`config.mk`:
```
export PLATFORM = sky130hd
export DESIGN_NAME = ccntr_stage_seq
export DESIGN_NICKNAME = d
export VERILOG_FILES = /design/src/rtl/ccntr_pkg.sv /design/src/rtl/stage_delay_line.sv /design/src/rtl/ccntr_stage_seq.sv
export SDC_FILE = /design/constraint.sdc
export NUM_CORES = 1
export LEC_CHECK = 0
export BUFFER_PORTS_ARGS = -buffer_cell sky130_fd_sc_hd__buf_4
export CORE_ASPECT_RATIO = 0.9
export CORE_MARGIN = 10
export CORE_UTILIZATION = 53
export CTS_BUF_LIST = sky130_fd_sc_hd__clkbuf_16
export DETAILED_ROUTE_END_ITERATION = 10
export PLACE_DENSITY_LB_ADDON = 0.08
export RECOVER_POWER = 50
export SLEW_MARGIN = 20
export SYNTH_ARGS = -nofsm -noshare
export SYNTH_HDL_FRONTEND = slang
export SYNTH_HIERARCHICAL = 1
export SYNTH_SLANG_ARGS = --single-unit
```
`constraint.sdc`:
```
create_clock -name clk -period 3.65 [get_ports clk]
set_input_delay 0 -clock clk [delete_from_list [all_inputs] [get_ports clk]]
set_output_delay 0 -clock clk [all_outputs]
set_load 0.005 [all_outputs]
```
`src/rtl/ccntr_pkg.sv`:
```
// ---------------------------------------------------------------------------
// ccntr_pkg
// Shared definitions for the stage/step sequencer:
//   - FSM state encoding (IDLE, RUN, DRAIN, DONE)
//   - default per-stage masks for the counter-reset pulse and source select
//   - default counter widths and stage count
// ---------------------------------------------------------------------------
package ccntr_pkg;

  localparam int CCNTR_N_STAGE_DEF = 10;
  localparam int CCNTR_STAGE_W_DEF = 4;
  localparam int CCNTR_STEP_W_DEF  = 8;
  localparam int CCNTR_WR_LAG_DEF  = 2;

  // Stages 0,2,4,5,8 reset the downstream counters at their last step.
  localparam logic [CCNTR_N_STAGE_DEF-1:0] CCNTR_RST_MASK_DEF = 10'h135;
  // Stages 1,3 read from the alternate source address.
  localparam logic [CCNTR_N_STAGE_DEF-1:0] CCNTR_SRC_MASK_DEF = 10'h00A;

  typedef logic [1:0] ccntr_state_t;

  localparam ccntr_state_t ST_IDLE  = 2'd0;
  localparam ccntr_state_t ST_RUN   = 2'd1;
  localparam ccntr_state_t ST_DRAIN = 2'd2;
  localparam ccntr_state_t ST_DONE  = 2'd3;

  // The sequencer is busy while reading (RUN) and while the write side
  // catches up (DRAIN).
  function automatic logic ccntr_is_busy(input ccntr_state_t st);
    return (st == ST_RUN) || (st == ST_DRAIN);
  endfunction

endpackage

```
`src/rtl/stage_delay_line.sv`:
```
// ---------------------------------------------------------------------------
// stage_delay_line
// Fixed-depth shift register that delays a stage index by DEPTH clocks.
// Shifts on every clock; a synchronous clr flushes every tap to zero.
// Ports:
//   clk  - clock
//   rst  - asynchronous active-high reset (all taps to zero)
//   clr  - synchronous flush (all taps to zero)
//   din  - value entering the line
//   dout - din delayed by DEPTH clocks
// ---------------------------------------------------------------------------
module stage_delay_line
  import ccntr_pkg::*;
#(
  parameter int WIDTH = CCNTR_STAGE_W_DEF,
  parameter int DEPTH = CCNTR_WR_LAG_DEF
) (
  input  logic             clk,
  input  logic             rst,
  input  logic             clr,
  input  logic [WIDTH-1:0] din,
  output logic [WIDTH-1:0] dout
);

  genvar gi;
  generate
    for (gi = 0; gi < DEPTH; gi++) begin : g_tap
      logic [WIDTH-1:0] tap_q;
      logic [WIDTH-1:0] tap_d;

      if (gi == 0) begin : g_first
        assign tap_d = clr ? '0 : din;
      end else begin : g_rest
        assign tap_d = clr ? '0 : g_tap[gi-1].tap_q;
      end

      always_ff @(posedge clk or posedge rst) begin
        if (rst) begin
          tap_q <= '0;
        end else begin
          tap_q <= tap_d;
        end
      end
    end
  endgenerate

  assign dout = g_tap[DEPTH-1].tap_q;

endmodule

```
`src/rtl/ccntr_stage_seq.sv`:
```
// ---------------------------------------------------------------------------
// ccntr_stage_seq
// Stage/step sequencer for the dual-mode datapath. Counts steps within each
// read stage, advances through stages 0..last, lets the write side drain for
// WR_LAG cycles and then pulses done. Generates the registered counter-reset
// pulse and the source-address select from per-stage masks.
// Ports:
//   clk, rst         - clock, asynchronous active-high reset
//   start            - begin a sequence (accepted only in IDLE)
//   cfg_steps        - steps per stage, latched on start (0 treated as 1)
//   cfg_last         - final stage index, latched on start (clamped)
//   adv              - advance one step (honoured only in RUN)
//   clr              - synchronous abort, wins over start/adv
//   rst_in           - external counter-reset request, ORed into rst_out
//   busy             - high in RUN and DRAIN
//   done             - one-cycle pulse at sequence end
//   rd_stage         - current read stage
//   wr_stage         - rd_stage delayed WR_LAG cycles
//   rd_lstep         - last step of the current stage (RUN only)
//   rst_out          - registered counter reset
//   slc_source_addr  - registered SRC_MASK[wr_stage]
// ---------------------------------------------------------------------------
module ccntr_stage_seq
  import ccntr_pkg::*;
#(
  parameter int                 N_STAGE  = CCNTR_N_STAGE_DEF,
  parameter int                 STAGE_W  = CCNTR_STAGE_W_DEF,
  parameter int                 STEP_W   = CCNTR_STEP_W_DEF,
  parameter logic [N_STAGE-1:0] RST_MASK = CCNTR_RST_MASK_DEF,
  parameter logic [N_STAGE-1:0] SRC_MASK = CCNTR_SRC_MASK_DEF,
  parameter int                 WR_LAG   = CCNTR_WR_LAG_DEF
) (
  input  logic               clk,
  input  logic               rst,
  input  logic               start,
  input  logic [STEP_W-1:0]  cfg_steps,
  input  logic [STAGE_W-1:0] cfg_last,
  input  logic               adv,
  input  logic               clr,
  input  logic               rst_in,
  output logic               busy,
  output logic               done,
  output logic [STAGE_W-1:0] rd_stage,
  output logic [STAGE_W-1:0] wr_stage,
  output logic               rd_lstep,
  output logic               rst_out,
  output logic               slc_source_addr
);

  // Masks widened to the full index range so a STAGE_W-bit index selects
  // a bit without width mismatch; unused stages read as zero.
  localparam int                  MASK_W     = 2 ** STAGE_W;
  localparam logic [MASK_W-1:0]   RST_MASK_X = MASK_W'(RST_MASK);
  localparam logic [MASK_W-1:0]   SRC_MASK_X = MASK_W'(SRC_MASK);
  localparam logic [STAGE_W-1:0]  LAST_MAX   = STAGE_W'(N_STAGE - 1);
  localparam int                  DRAIN_W    = (WR_LAG > 1) ? $clog2(WR_LAG) : 1;
  localparam logic [DRAIN_W-1:0]  DRAIN_END  = DRAIN_W'(WR_LAG - 1);

  ccntr_state_t        state_q,    state_d;
  logic [STEP_W-1:0]   steps_q,    steps_d;
  logic [STAGE_W-1:0]  last_q,     last_d;
  logic [STAGE_W-1:0]  rd_stage_q, rd_stage_d;
  logic [STEP_W-1:0]   rd_step_q,  rd_step_d;
  logic [DRAIN_W-1:0]  drain_q,    drain_d;
  logic                rst_out_q,  rst_out_d;
  logic                slc_q,      slc_d;

  logic                lstep;
  logic [STAGE_W-1:0]  wr_stage_w;

  assign lstep = (state_q == ST_RUN) && (rd_step_q == (steps_q - STEP_W'(1)));

  always_comb begin
    state_d    = state_q;
    steps_d    = steps_q;
    last_d     = last_q;
    rd_stage_d = rd_stage_q;
    rd_step_d  = rd_step_q;
    drain_d    = drain_q;

    rst_out_d = rst_in || clr ||
                ((state_q == ST_RUN) && adv && lstep && RST_MASK_X[rd_stage_q]);
    slc_d     = SRC_MASK_X[wr_stage_w];

    if (clr) begin
      state_d    = ST_IDLE;
      steps_d    = '0;
      last_d     = '0;
      rd_stage_d = '0;
      rd_step_d  = '0;
      drain_d    = '0;
    end else begin
      case (state_q)
        ST_IDLE: begin
          if (start) begin
            state_d    = ST_RUN;
            steps_d    = (cfg_steps == '0) ? STEP_W'(1) : cfg_steps;
            last_d     = (cfg_last > LAST_MAX) ? LAST_MAX : cfg_last;
            rd_stage_d = '0;
            rd_step_d  = '0;
          end
        end

        ST_RUN: begin
          if (adv) begin
            if (lstep) begin
              rd_step_d = '0;
              if (rd_stage_q == last_q) begin
                // Final stage read out: hold rd_stage while write side drains.
                state_d = ST_DRAIN;
                drain_d = '0;
              end else begin
                rd_stage_d = rd_stage_q + STAGE_W'(1);
              end
            end else begin
              rd_step_d = rd_step_q + STEP_W'(1);
            end
          end
        end

        ST_DRAIN: begin
          if (drain_q == DRAIN_END) begin
            state_d = ST_DONE;
            drain_d = '0;
          end else begin
            drain_d = drain_q + DRAIN_W'(1);
          end
        end

        ST_DONE: begin
          state_d = ST_IDLE;
        end

        default: begin
          state_d = ST_IDLE;
        end
      endcase
    end
  end

  always_ff @(posedge clk or posedge rst) begin
    if (rst) begin
      state_q    <= ST_IDLE;
      steps_q    <= '0;
      last_q     <= '0;
      rd_stage_q <= '0;
      rd_step_q  <= '0;
      drain_q    <= '0;
      rst_out_q  <= 1'b0;
      slc_q      <= 1'b0;
    end else begin
      state_q    <= state_d;
      steps_q    <= steps_d;
      last_q     <= last_d;
      rd_stage_q <= rd_stage_d;
      rd_step_q  <= rd_step_d;
      drain_q    <= drain_d;
      rst_out_q  <= rst_out_d;
      slc_q      <= slc_d;
    end
  end

  // Write stage follows the registered read stage, shifting every clock
  // regardless of adv so the lag is in cycles, not in steps.
  stage_delay_line #(
    .WIDTH (STAGE_W),
    .DEPTH (WR_LAG)
  ) u_wr_delay (
    .clk  (clk),
    .rst  (rst),
    .clr  (clr),
    .din  (rd_stage_q),
    .dout (wr_stage_w)
  );

  assign busy            = ccntr_is_busy(state_q);
  assign done            = (state_q == ST_DONE);
  assign rd_stage        = rd_stage_q;
  assign wr_stage        = wr_stage_w;
  assign rd_lstep        = lstep;
  assign rst_out         = rst_out_q;
  assign slc_source_addr = slc_q;

endmodule
```
==> impl_results.rst <==
.. list-table::
   :header-rows: 1

   * - Metric
     - Value
   * - Number of post-CTS setup repair buffers
     - 0
   * - Run status
     - finished, violations left
   * - Final period demand of the worst path
     - around 2.8 ns
   * - Switching portion of total power
     - 33.5%
   * - Final-layout fill cell count
     - roughly 310
   * - Die Width
     - 87.2 um
   * - Post-Synthesis Mean Instance Area
     - 9.43 sq um
   * - Worst hold stages
     - 2
   * - Crit path max-delay family
     - compound AO/OA/AOI/OAI gates
   * - Share of post-route cells with drive strength above 1
     - 18.2%
   * - Buffers added on ports
     - 30
   * - Clock insertion delay at the later pin of the skew report
     - 0.28 ns
   * - Leakage component of the power
     - roughly 1.2 nW
   * - Count of max-cap constraint violations
     - 1
   * - Hold path startpoint
     - rst_in
   * - Worst slew margin
     - -10.9%
   * - Setup repair after global routing missed its margin
     - false
   * - Top-level port count
     - 31
   * - Post-route setup slack
     - 0.816 ns
   * - Post-layout net count
     - 294
   * - Kind of capture point of the worst setup path
     - flop
   * - DRT Wirelength
     - 4740 um
   * - Number of synthesized register bits
     - 37
   * - Final hold violation count
     - 0
   * - Power share of the combinational group
     - around 31%
   * - Number of enable-type register cells in the synthesized netlist
     - 0
   * - Initial antenna violation count
     - 0
   * - Synth async-reset ratio
     - 100%
   * - Final antenna-violating net count
     - 0
   * - Worst clock skew
     - 0.00488 ns
   * - Flop2flop setup slack
     - 0.82 ns
   * - Routed met3 length
     - 283 um
   * - Total congestion overflow
     - 0
   * - Avg Vias per Cell
     - 5.50
   * - Height of the chip
     - 80.4 um
   * - Startpoint type of the worst setup path
     - flop
   * - H-tree levels
     - 2
   * - Critical Path Slowest Stage Cell
     - sky130_fd_sc_hd__a2111oi_4
   * - Clock input transition at the sequential cells of the worst setup and hold paths
     - 0.06 ns
   * - Final setup violation count
     - 0
   * - Layout Cell Area excl Fill
     - 2640 sq um
   * - Number of nets produced by synthesis
     - 254
   * - Source of the worst register-to-register timing path
     - steps_q[0]
   * - Crit path arrival time
     - 3.00 ns
   * - Total number of vias
     - 1731
   * - Number of global-route vias before repair
     - 1801
   * - GR Util All Layers
     - 14.4%
   * - Hold path endpoint
     - rst_out
   * - Transition time at the pin with the least slew margin
     - ~1.7 ns
   * - Type of the worst setup path
     - flop to flop
   * - Initial core utilization
     - 56.5%
   * - Max Clock Freq
     - approximately 350 MHz
   * - Clock group share of total power
     - between 30 and 40%
   * - Pin count of the biggest net entering global routing
     - 31
   * - Clk root buf
     - sky130_fd_sc_hd__clkbuf_16
   * - Reg2reg end
     - state_q[0]
   * - Violations in the final reports
     - max-capacitance violations, max-slew violations
   * - Distinct cell type count after synthesis
     - 47
   * - Layout Cells excl Fill
     - 315
   * - Internal
     - between 0.9 and 1 mW
   * - Data required, critical path
     - about 3.8 ns
   * - Final Slew Violations
     - 30
   * - Count of cells along the worst register-to-register path
     - 9
   * - Post-synth design cell area
     - 2150 sq um
   * - WL met2
     - 2130 um
   * - DP Cell Count
     - 298
   * - Pre-CTS setup slack
     - 0.825 ns
   * - Sequential cell fraction of total power
     - roughly a third
   * - First drt pass iteration count
     - 4
   * - Most frequent standard cell in the layout excluding fill and tap cells
     - sky130_fd_sc_hd__dfrtp_1
   * - Power density of the placed cells
     - between 500 and 600 nW/um^2
   * - Crit path buf inv count
     - 1
   * - DP Wirelength
     - 3340 um
   * - Met1 wire length
     - 2260 um
   * - Post-Synthesis Cells
     - 228
   * - Overall die area
     - ~7000 sq um
   * - Switch Pwr
     - 0.487 mW
   * - Area growth from synthesis to layout
     - 22.9%
   * - Top routing layer in use
     - met4
   * - Total Negative Setup Slacks
     - 0 ns
   * - Peak supply drop
     - around 0.36 mV
   * - CTS tree
     - yes
   * - Sequential fraction of the synthesis area
     - a little over two fifths
   * - GPL Wtd Cong
     - around 0.9
   * - Cell row count
     - 21
   * - Initial drt markers
     - 134
   * - Largest fanout on the critical path
     - 8
   * - Yosys warning count
     - 6
   * - Max stage delay on crit path
     - 0.48 ns
   * - Leading cell types in the layout, fill and taps excluded
     - sky130_fd_sc_hd__dfrtp_1, sky130_fd_sc_hd__buf_4, sky130_fd_sc_hd__nand2_1, sky130_fd_sc_hd__a21oi_1, sky130_fd_sc_hd__nor2_1
   * - Final routed DRC violation total
     - 0
   * - Placeable core area
     - 3810 sq um
   * - TritonCTS buffer count
     - 5
   * - Period Utilization, post-route
     - 77.6%
   * - Predominant post-synthesis flop cell
     - sky130_fd_sc_hd__dfrtp_1
   * - Worst-path cell chain
     - inv_1 > ha_1 > or2_1 > a2111oi_2 > o21ai_1 > a2111oi_4 > a21boi_1 > nor2_1 > mux2_2
   * - Clock buffer depth
     - 2
   * - Routed wire length per instance
     - 15.0 um
   * - Placed cell areas
     - about 2400 sq um
   * - Sinks on the clock net
     - 37
   * - Antenna Diode Count
     - 0
   * - Worst hold-check path type
     - input pin to flop
   * - First-pass GRT wire length
     - roughly 8300 um
   * - Critical Path Start
     - steps_q[0]
[area by class of cell]
class	instances	area, sq um	share of cell area [%]
Sequential cell	37	926	35.0
Clock inverter	3	46.3	1.75
Inverter	11	41.3	1.56
Tap cell	46	57.6	2.18
Timing Repair Buffer	40	319	12.1
Multi-Input combinational cell	173	1130	42.7
Clock buffer	5	125	4.73
[worst register-to-register path, cell delays in order (launching register included)]
cell                        delay [ns]
sky130_fd_sc_hd__dfrtp_1          0.44
sky130_fd_sc_hd__inv_1            0.09
sky130_fd_sc_hd__ha_1             0.29
sky130_fd_sc_hd__or2_1            0.25
sky130_fd_sc_hd__a2111oi_2        0.29
sky130_fd_sc_hd__o21ai_1          0.17
sky130_fd_sc_hd__a2111oi_4        0.48
sky130_fd_sc_hd__a21boi_1         0.13
sky130_fd_sc_hd__nor2_1           0.23
sky130_fd_sc_hd__mux2_2           0.36
[state kept, by name, indices dropped and copies added, names as in the netlist]
register,count
rst_out,1
state_q,2
drain_q,1
rd_step_q,8
u_wr_delay/g_tap.tap_q,4
steps_q,8
rd_stage,4
slc_source_addr,1
last_q,4
u_wr_delay/dout,4
[worst max path at each step]
stage / endpoint / cells after the start / slack (ns)
2_1_floorplan: state_q[0] / 9 / 1.08
3_3_place_gp: state_q[0] / 9 / 0.89
3_5_place_dp: state_q[0] / 9 / 0.82
4_1_cts: state_q[0] / 9 / 0.81
5_1_grt: state_q[0] / 9 / 0.51
6_report: state_q[0] / 9 / 0.82
[cell families after synthesis]
logic type / after synthesis / synth area share, %
AOI/OAI and AO/OA: 53 / 16.9
xor gates and xnor gates: 14 / 5.70
adders and majority gates: 8 / 4.65
buffers and inverters: 18 / 4.48
DFF: 37 / 43.0
muxes: 6 / 3.02
and+or+nand+nor: 92 / 22.2
[power groups by stage]
stage	Sequential, mW	Combinational, mW	Clock (mW)
floorplan	0.493	0.358	0
global placement	0.510	0.442	0
detailed placement	0.511	0.444	0
CTS	0.504	0.456	0.500
global route	0.512	0.522	0.521
finish	0.505	0.454	0.496
[stage by stage]
step | power (mW) | util [%] | hold WS, ns
final | 1.45 | 69.4 | 0.00899
after global routing | 1.55 | 69.4 | 0.0199
after CTS | 1.46 | 69.5 | 0.00474
after detailed placement | 0.955 | 62.6 | -0.0296
after global placement | 0.951 | 62.6 | -0.0312
after floorplan | 0.851 | - | -0.184
[cells in the mapped netlist (all sizes together), types with 4 or more instances]
| cell | n | area, sq um |
|---|---|---|
| nand3b | 4 | 30.0 |
| and3 | 7 | 45.1 |
| ha | 8 | 100 |
| inv | 11 | 41.3 |
| a22o | 4 | 35.0 |
| nor2 | 16 | 62.6 |
| nand2 | 26 | 97.6 |
| xnor2 | 7 | 61.3 |
| mux2 | 4 | 45.0 |
| nor3 | 5 | 25.0 |
| nand2b | 6 | 45.0 |
| xor2 | 7 | 61.3 |
| nand3 | 5 | 25.0 |
| a21oi | 17 | 88.8 |
| clkbuf | 4 | 25.0 |
| nor2b | 13 | 81.3 |
| o21ai | 13 | 65.1 |
| dfrtp | 37 | 926 |
[routing by layer]
| layer | vias up | global-route usage [%] |
|---|---|---|
| met2 | 40 | 22.8 |
| met3 | 7 | 4.24 |
| li1 | 872 | - |
| met5 | - | 0 |
| met1 | 812 | 18.3 |
| met4 | 0 | 4.94 |
[timing repair]
item	in CTS	in global routing
hold endpoints to repair	45	0
resized for setup	0	0
setup endpoints to repair	0	0
hold buffers	9	0
(Power assumes the default switching activity.)
